<file path="src/rtl/conv_window_gen_pkg.sv">
// Shared constants, FSM state type and config decode helpers for the sliding-window generator.
package conv_window_gen_pkg;

    localparam int unsigned FeatureWidth    = 8;
    localparam int unsigned KernelSizeMax   = 5;
    localparam int unsigned DimWidthDefault = 8;

    localparam logic [2:0] Ks3     = 3'd3;
    localparam logic [2:0] Ks5     = 3'd5;
    localparam logic [1:0] Stride1 = 2'd1;
    localparam logic [1:0] Stride2 = 2'd2;

    typedef enum logic {
        StIdle,
        StRun
    } state_e;

    // Anything other than an explicit 3 selects the full 5x5 kernel.
    function automatic logic [2:0] decode_ks(input logic [2:0] ks);
        return (ks == Ks3) ? Ks3 : Ks5;
    endfunction

    // Anything other than an explicit 2 selects unit stride.
    function automatic logic [1:0] decode_stride(input logic [1:0] stride);
        return (stride == Stride2) ? Stride2 : Stride1;
    endfunction

endpackage

</file>
<file path="src/rtl/conv_pos_counter.sv">
// Input row/col position tracking, stride-phase legality check and output-map coordinates.
// Counters hold the position of the next column to be accepted; outputs describe that column.
module conv_pos_counter
    import conv_window_gen_pkg::*;
#(
    parameter int unsigned DimWidth = DimWidthDefault
) (
    input  logic                clk_i,
    input  logic                rst_ni,
    input  logic                clear_i,
    input  logic                advance_i,
    input  logic [2:0]          ks_i,
    input  logic [1:0]          stride_i,
    input  logic [DimWidth-1:0] width_i,
    input  logic [DimWidth-1:0] height_i,
    output logic                win_valid_o,
    output logic [DimWidth-1:0] out_row_o,
    output logic [DimWidth-1:0] out_col_o,
    output logic                last_o
);

    logic [DimWidth-1:0] col_q, col_d;
    logic [DimWidth-1:0] row_q, row_d;
    logic [DimWidth-1:0] ks_m1;
    logic [DimWidth-1:0] col_off, row_off;
    logic                col_wrap;
    logic                stride2;

    assign ks_m1    = DimWidth'(ks_i) - DimWidth'(1);
    assign col_wrap = (col_q == width_i - DimWidth'(1));
    assign stride2  = (stride_i == Stride2);

    // Next position: column wraps at the row end and carries into the row counter.
    always_comb begin
        col_d = col_q;
        row_d = row_q;
        if (clear_i) begin
            col_d = '0;
            row_d = '0;
        end else if (advance_i) begin
            if (col_wrap) begin
                col_d = '0;
                row_d = row_q + DimWidth'(1);
            end else begin
                col_d = col_q + DimWidth'(1);
            end
        end
    end

    // Position register with synchronous reset.
    always_ff @(posedge clk_i) begin
        if (!rst_ni) begin
            col_q <= '0;
            row_q <= '0;
        end else begin
            col_q <= col_d;
            row_q <= row_d;
        end
    end

    // Window legality, output coordinates and end-of-frame detect for the current column.
    always_comb begin
        col_off     = col_q - ks_m1;
        row_off     = row_q - ks_m1;
        win_valid_o = (col_q >= ks_m1) && (row_q >= ks_m1);
        if (stride2) begin
            win_valid_o = win_valid_o && !col_off[0] && !row_off[0];
            out_col_o   = col_off >> 1;
            out_row_o   = row_off >> 1;
        end else begin
            out_col_o   = col_off;
            out_row_o   = row_off;
        end
        last_o = col_wrap && (row_q == height_i - DimWidth'(1));
    end

endmodule

</file>
<file path="src/rtl/conv_window_gen.sv">
// KxK sliding-window generator: shifts line-buffer columns into a window register, maps the
// active kernel size onto the output window and flags legal conv output positions.
module conv_window_gen
    import conv_window_gen_pkg::*;
#(
    parameter int unsigned DataWidth  = FeatureWidth,
    parameter int unsigned KernelSize = KernelSizeMax,
    parameter int unsigned DimWidth   = DimWidthDefault
) (
    input  logic                                     clk_i,
    input  logic                                     rst_ni,
    input  logic                                     start_i,
    input  logic [2:0]                               current_kernel_size_i,
    input  logic [1:0]                               stride_i,
    input  logic [DimWidth-1:0]                      fmap_width_i,
    input  logic [DimWidth-1:0]                      fmap_height_i,
    input  logic                                     col_valid_i,
    input  logic [DataWidth*KernelSize-1:0]          col_in_i,
    output logic [DataWidth*KernelSize*KernelSize-1:0] window_out_o,
    output logic                                     window_valid_o,
    output logic [DimWidth-1:0]                      out_row_o,
    output logic [DimWidth-1:0]                      out_col_o,
    output logic                                     busy_o,
    output logic                                     frame_done_o
);

    localparam int unsigned ColW  = DataWidth * KernelSize;
    localparam int unsigned WinW  = DataWidth * KernelSize * KernelSize;
    // A 3x3 kernel uses the three newest columns of the shift register.
    localparam int unsigned Off3  = KernelSize - 3;

    state_e                         state_q, state_d;
    logic [2:0]                     ks_q, ks_d;
    logic [1:0]                     stride_q, stride_d;
    logic [DimWidth-1:0]            width_q, width_d;
    logic [DimWidth-1:0]            height_q, height_d;
    logic [KernelSize-1:0][ColW-1:0] sreg_q, sreg_d;
    logic [WinW-1:0]                window_q, window_d, window_map;
    logic                           valid_q, valid_d;
    logic [DimWidth-1:0]            out_row_q, out_row_d;
    logic [DimWidth-1:0]            out_col_q, out_col_d;
    logic                           done_q, done_d;

    logic                           accept;
    logic                           pos_valid;
    logic                           pos_last;
    logic [DimWidth-1:0]            pos_row;
    logic [DimWidth-1:0]            pos_col;

    // start takes priority, so a column arriving with start is dropped.
    assign accept = col_valid_i && (state_q == StRun) && !start_i;

    conv_pos_counter #(
        .DimWidth (DimWidth)
    ) u_pos (
        .clk_i       (clk_i),
        .rst_ni      (rst_ni),
        .clear_i     (start_i),
        .advance_i   (accept),
        .ks_i        (ks_q),
        .stride_i    (stride_q),
        .width_i     (width_q),
        .height_i    (height_q),
        .win_valid_o (pos_valid),
        .out_row_o   (pos_row),
        .out_col_o   (pos_col),
        .last_o      (pos_last)
    );

    // Config latch and frame FSM next state.
    always_comb begin
        state_d  = state_q;
        ks_d     = ks_q;
        stride_d = stride_q;
        width_d  = width_q;
        height_d = height_q;
        if (start_i) begin
            state_d  = StRun;
            ks_d     = decode_ks(current_kernel_size_i);
            stride_d = decode_stride(stride_i);
            width_d  = fmap_width_i;
            height_d = fmap_height_i;
        end else if (accept && pos_last) begin
            state_d = StIdle;
        end
    end

    // Column shift: oldest column at index 0, newest column enters at the top.
    always_comb begin
        sreg_d = sreg_q;
        if (accept) begin
            for (int c = 0; c < KernelSize - 1; c++) begin
                sreg_d[c] = sreg_q[c + 1];
            end
            sreg_d[KernelSize-1] = col_in_i;
        end
    end

    // Kernel-size mux from the post-shift register; unused 3x3 elements read as zero.
    always_comb begin
        window_map = '0;
        if (ks_q == Ks3) begin
            for (int r = 0; r < 3; r++) begin
                for (int c = 0; c < 3; c++) begin
                    window_map[(r*KernelSize+c)*DataWidth +: DataWidth] =
                        sreg_d[c+Off3][r*DataWidth +: DataWidth];
                end
            end
        end else begin
            for (int r = 0; r < KernelSize; r++) begin
                for (int c = 0; c < KernelSize; c++) begin
                    window_map[(r*KernelSize+c)*DataWidth +: DataWidth] =
                        sreg_d[c][r*DataWidth +: DataWidth];
                end
            end
        end
    end

    // Output register next state: data and coordinates refresh only on accepted columns.
    always_comb begin
        window_d  = window_q;
        out_row_d = out_row_q;
        out_col_d = out_col_q;
        valid_d   = 1'b0;
        done_d    = 1'b0;
        if (accept) begin
            window_d  = window_map;
            out_row_d = pos_row;
            out_col_d = pos_col;
            valid_d   = pos_valid;
            done_d    = pos_last;
        end
    end

    // State, config, shift register and output registers with synchronous reset.
    always_ff @(posedge clk_i) begin
        if (!rst_ni) begin
            state_q   <= StIdle;
            ks_q      <= Ks5;
            stride_q  <= Stride1;
            width_q   <= '0;
            height_q  <= '0;
            sreg_q    <= '0;
            window_q  <= '0;
            valid_q   <= 1'b0;
            out_row_q <= '0;
            out_col_q <= '0;
            done_q    <= 1'b0;
        end else begin
            state_q   <= state_d;
            ks_q      <= ks_d;
            stride_q  <= stride_d;
            width_q   <= width_d;
            height_q  <= height_d;
            sreg_q    <= sreg_d;
            window_q  <= window_d;
            valid_q   <= valid_d;
            out_row_q <= out_row_d;
            out_col_q <= out_col_d;
            done_q    <= done_d;
        end
    end

    assign window_out_o   = window_q;
    assign window_valid_o = valid_q;
    assign out_row_o      = out_row_q;
    assign out_col_o      = out_col_q;
    assign busy_o         = (state_q == StRun);
    assign frame_done_o   = done_q;

endmodule

</file>
<file path="config.mk">
export PLATFORM = sky130hd
export DESIGN_NAME = conv_window_gen
export DESIGN_NICKNAME = d
export VERILOG_FILES = /design/src/rtl/conv_window_gen_pkg.sv /design/src/rtl/conv_pos_counter.sv /design/src/rtl/conv_window_gen.sv
export SDC_FILE = /design/constraint.sdc
export NUM_CORES = 1
export LEC_CHECK = 0
export ABC_AREA = 0
export ABC_CLOCK_PERIOD_IN_PS = 4500
export CORE_ASPECT_RATIO = 2
export CORE_MARGIN = 2
export CORE_UTILIZATION = 30
export CTS_CLUSTER_SIZE = 8
export DETAILED_ROUTE_END_ITERATION = 12
export GPL_TIMING_DRIVEN = 0
export SYNTH_ARGS = -nofsm -noshare
export SYNTH_HDL_FRONTEND = slang
export SYNTH_SLANG_ARGS = --single-unit
</file>
<file path="constraint.sdc">
create_clock -name clk_i -period 4.5 [get_ports clk_i]
set_input_delay 0.9 -clock clk_i [delete_from_list [all_inputs] [get_ports clk_i]]
set_output_delay 0.9 -clock clk_i [all_outputs]
set_load 0.005 [all_outputs]
</file>
# Yosys cells after proc, flatten, opt, wreduce, memory -nomap -nowiden

Index checks and enable logic that the tools add are counted.

Add/sub/neg operators: 7
Order comparisons: 2
Eq/ne operators: 6
Muxes and demuxes: 15
Bitwise operators: 1
Reductions and logical operators: 14

Operators with widths:

| cell                                                               | number |
|---|---|
| 200-bit 2-to-1 mux                                                 | 1 |
| 96-bit 2-to-1 mux                                                  | 1 |
| 24-bit 2-to-1 mux                                                  | 3 |
| 16-bit 2-to-1 mux                                                  | 2 |
| 8-bit 2-to-1 mux                                                   | 3 |
| 8-bit by 1-bit adder with 8-bit output, second input constant      | 2 |
| 8-bit == test                                                      | 2 |
| 8-bit >= comparator                                                | 2 |
| 8-bit by 1-bit subtractor with 8-bit output, second input constant | 2 |
| 8-bit subtractor                                                   | 2 |
| 1-bit logical AND                                                  | 7 |
| 3-bit by 2-bit == test with 1-bit output, second input constant    | 2 |
| 2-bit == test, second input constant                               | 2 |
| 2-bit AND reduction                                                | 2 |
| 3-bit by 1-bit subtractor with 4-bit output, second input constant | 1 |
| 1-bit logical NOT                                                  | 3 |
| 1-bit 2-to-1 mux                                                   | 3 |
| 3-bit 2-to-1 mux                                                   | 1 |
| 2-bit 2-to-1 mux                                                   | 1 |
| 2-bit nonzero test                                                 | 1 |
| 2-bit OR reduction                                                 | 1 |
| 1-bit inverter                                                     | 1 |

Register bits: 456
Bits of input ports: 65
Output and inout port bits: 219
Word-level logic and storage cells: 62

# Longest topological paths before layout

Depth in word-level cells: 6
Mapped depth: 9
Gate-level depth less buffers: 9

# By module

A second synthesis with hierarchy kept.

Cells, all modules: 2,102
Area, all modules: 17,491.8 µm²

Modules (own cells, without submodules):

| module           | instances | cells an instance | area an instance (µm²) | seq. area each (µm²) |
|---|---|---|---|---|
| conv_window_gen  | 1         | 1,818             | 15,339.7               | 7,987.7 |
| conv_pos_counter | 1         | 284               | 2,152.1                | 320.3 |

# Least setup slack after synthesis

No wires, ideal clock.

Path type: input port to flip-flop
Start point: input port start_i
End point: register u_pos.row_q[7]
Library setup time: 71 ps
Data arrival time: 2,449 ps
Data required time: 4,429 ps
Path slack: 1,980 ps
Stages on the path: 8
Path buffers: 2
Cell sequence: clkbuf_1 and3b_1 buf_2 nand3_2 a211oi_4 o211ai_4 or4_1 a21oi_1

Longest elaborated chain between the ends: 3
Elaborated cells on any way between the ends: 4
Classes of those cells: 4 x reduce/logical

Ends and longest elaborated chain:

| element                       | line                   | source |
|---|---|---|
| start, declared               | conv_window_gen.sv:12  | `input logic start_i,` |
| 1-bit logical NOT             | conv_window_gen.sv:51  | `assign accept = col_valid_i && (state_q == StRun) && !start_i;` |
| 1-bit logical AND             | conv_window_gen.sv:51  |  |
| 2-bit AND reduction (no line) | n/a                    |  |
| end signal, assigned          | conv_pos_counter.sv:57 | `row_q <= row_d;` |
| end, declared                 | conv_pos_counter.sv:23 | `logic [DimWidth-1:0] row_q, row_d;` |

Several ways; a longest one is shown, not always the timed one.
A chain may end at the register's enable or synchronous reset.

# Worst setup path in the final report

Start point: input port col_valid_i
End point: register valid_q, in the netlist window_valid_o

Longest elaborated chain between the ends: 3

Ends and longest elaborated chain:

| element                        | line                   | source |
|---|---|---|
| start, declared                | conv_window_gen.sv:17  | `input logic col_valid_i,` |
| 1-bit logical AND (2 in a row) | conv_window_gen.sv:51  |  |
| 2-bit AND reduction (no line)  | n/a                    |  |
| end signal, assigned           | conv_window_gen.sv:157 | `valid_q <= valid_d;` |
| end, declared                  | conv_window_gen.sv:39  | `logic valid_q, valid_d;` |

Every way passes these cells.

==> impl_metrics.tcl <==
set metrics [dict create \
    swShare_pct 23.6 \
    rr_worst_depth 6 \
    grt_pass1_vias 15900 \
    cpMostUsedCell "clkbuf_1" \
    synth_compound_area_share_pct 15.9 \
    tightest_slew_ps 991 \
    synth_mux_area_share_pct 1.25 \
    whs_ps 448 \
    fin_crit_sh_pct 66.9 \
    seq_power_share_pct 47.1 \
    place_area_um2 19800 \
    dp_hpwl_mm 48.8 \
    cts-hold-fix-buffers 0 \
    hold_violations 0 \
    post_cts_resized 0 \
    min_path_type "register to register" \
    num_vias 15600 \
    cts.clk_slew.worst_paths_ps 50 \
    power_mw 8.08 \
    grt_max_degree 15 \
    core_area_um2 53500 \
    holdCritStartpoint "window_out_o[36]" \
    slowest_stage "clkbuf_1" \
    synth_top_family_by_area "simple AND/OR/NAND/NOR gates" \
    setup_viol 0 \
    overflow 0 \
    antenna_found_initial 0 \
    cp-start-kind "input pin" \
    status "complete, no violations" \
    ios 284 \
    ir_worst_vdd_mv 0.250 \
    mostFrequentLayoutCell "nand2_1" \
    avgSynthCellArea_um2 7.92 \
    maxSlewHeadroom_pct 34.0 \
    setup_tns_ps 0 \
    syn_inst 2041 \
    syn2layout_area_growth_pct 31.6 \
    clock.fmax_mhz 332 \
    comb_power_share_pct 6.7 \
    seq_area_frac_synth_pct 51.4 \
    grt_setup_unrepaired "false" \
    r2r_start "ks_q[2]" \
    critPathMaxFanout 10 \
    synth_flop_cell "dfxtp_1" \
    yosysTopAreaCell "dfxtp_1" \
    drive_above_1_share_pct 3.48 \
    place_congestion 0.879 \
    end_kind "register" \
    synth.cell_area_um2 16200 \
    period_minus_slack_ps 3010 \
    die_x_um 168 \
    cts_root_buf "clkbuf_16" \
    ys_async_sr_fraction_pct 0 \
    r2r_slack_ps 1840 \
    post-cts-setup-buffers 0 \
    numCtsBuffers 57 \
    max-cap-violations 0 \
    p_leak_nw 6.77 \
    crit_start "col_valid_i" \
    first_pass_iters 5 \
    synth_top_area_share_pct 51.4 \
    synth_edf_count 0 \
    fin_nets 2456 \
    yosys.area_share.simple_pct 23.8 \
    layout_common_cells "624 x nand2_1, 415 x dfxtp_1, 307 x a21oi_1" \
    power_frac_clock_pct 46.2 \
    htree_levels 2 \
    start_util_pct 30.2 \
    switchingPower_mw 1.91 \
    clock_skew_ps 25.1 \
    design_area_um2 21300 \
    yosys_register_bits 415 \
    path_cells "clkdlybuf4s50_1, and3b_1, buf_2, clkbuf_1, clkbuf_1, nand3_1, a211oi_1" \
    viasPerCell 5.10 \
    cts.path.max_buffers 3 \
    p_int_mw 6.17 \
    antenna_left 0 \
    cp.arrival_ps 3500 \
    ys_types 57 \
    slowest_delay_ps 690 \
    yosys-top-cells-area "dfxtp_1 51%, nand2_1 14%, a21oi_1 9.5%" \
    cts.sinks 415 \
    pwr_density_cell_nw_per_um2 380 \
    clkLatencyLatePin_ps 600 \
    crit_type "input pin to register" \
    die-height_um 332 \
    drc 0 \
    num_antenna_cells 0 \
    crit_buf_inv 4 \
    required_ps 4990 \
    min_path_cells 2 \
    yosys_warnings 0 \
    drt_iter0_drc 855 \
    cts_tree "built" \
    drv_slew 0 \
    holdPathEnd "window_out_o[36]" \
    io_buffer_count 281 \
    syn-num-nets 2116 \
    critical-path-top-delay-family "buffers and inverters" \
    rows 120 \
    r2r_end "window_out_o[28]" \
    track_usage_pct 22.0 \
    grt_pass1_wl_mm 93.7 \
    die_area_um2 55900 \
    synth-adder-area-share_pct 0.867 \
    wire_per_inst_um 20.6 \
    drt_wl_total_mm 62.9 \
    synth_xor_area_share_pct 2.11 \
]
-- stage by stage --
stage / worst slack, ps / instances / util, %
2_1_floorplan: 1980 / 2041 / -
6_report: 1490 / 3053 / 39.8
4_1_cts: 1450 / 3053 / 39.8
5_1_grt: 1240 / 3053 / 39.8
3_3_place_gp: 807 / 2993 / 37.1
3_5_place_dp: 848 / 2993 / 37.1
-- logic make-up after synthesis --
logic type               Yosys count
AND/OR/NAND/NOR                  937
multiplexers                      20
flip-flops                       415
XOR/XNOR                          38
adder cells (fa/ha/maj)           10
buffers and inverters            195
AO/OA/AOI/OAI                    426
-- worst min-delay path: stages, from the launching register on --
cell and delay, ps:
dfxtp_1 300, nand2_1 50, a21oi_1 50
-- sequential cells by signal (all words and copies together), names as in the netlist, 2 cells and up --
| name | count |
|---|---|
| height_q | 8 |
| out_col_o | 8 |
| width_q | 8 |
| window_out_o | 200 |
| stride_q | 2 |
| u_pos.row_q | 8 |
| sreg_q | 160 |
| out_row_o | 8 |
| u_pos.col_q | 8 |
| ks_q | 2 |
-- synthesized netlist by cell type, types with 2 or more instances --
cell      number
a211oi_1       6
a21o_1         2
a21oi_1      307
a311oi_1      73
a31o_2         3
and2_1         3
and3_1         7
and4_1         2
buf_1          6
buf_2          4
clkbuf_1     164
dfxtp_1      415
fa_1           2
ha_1           8
inv_1         16
mux2i_1       19
nand2_1      624
nand3_1      142
nand4_1        7
nor2_1       113
nor2b_1        3
nor3_1        20
nor4_1         3
o211ai_1       9
o21a_1         2
o21ai_0        8
o31ai_1        5
or3_1          2
or4_1          3
xnor2_1       20
xor2_1        17
-- per-layer routing --
metal	global-route usage (%)	up-vias	share of wire, %
met3	3.29	147	5.4
met5	0	-	0
met4	11.7	0	5.4
li1	-	7527	-
met2	42.7	561	54
met1	22.1	7329	35
-- worst max-delay path by stage --
stage / endpoint / slack, ps / cells past startpoint
finish: window_valid_o / 1490 / 7
global route: window_valid_o / 1240 / 7
CTS: window_valid_o / 1450 / 7
global placement: window_valid_o / 810 / 7
floorplan: u_pos.row_q[7] / 1980 / 8
detailed placement: window_valid_o / 850 / 7
-- power by group through the flow --
stage / registers, mW / logic [mW] / clock network [mW]
floorplan: 3.86 / 0.259 / 0
global placement: 3.88 / 0.535 / 0
detailed placement: 3.88 / 0.543 / 0
CTS: 3.81 / 0.545 / 3.81
global route: 3.81 / 0.588 / 3.94
finish: 3.81 / 0.540 / 3.74
-- area by class of cell --
class | instances | area, um^2
multi-input combinational | 1431 | 7090
inverter | 17 | 63.8
clock inverter | 2 | 17.5
fill | 5542 | 32200
tap | 671 | 840
clock buffer | 58 | 1430
sequential | 415 | 8310
buffer | 178 | 698
timing repair buffer | 281 | 2810
(Power assumes the default switching activity.)
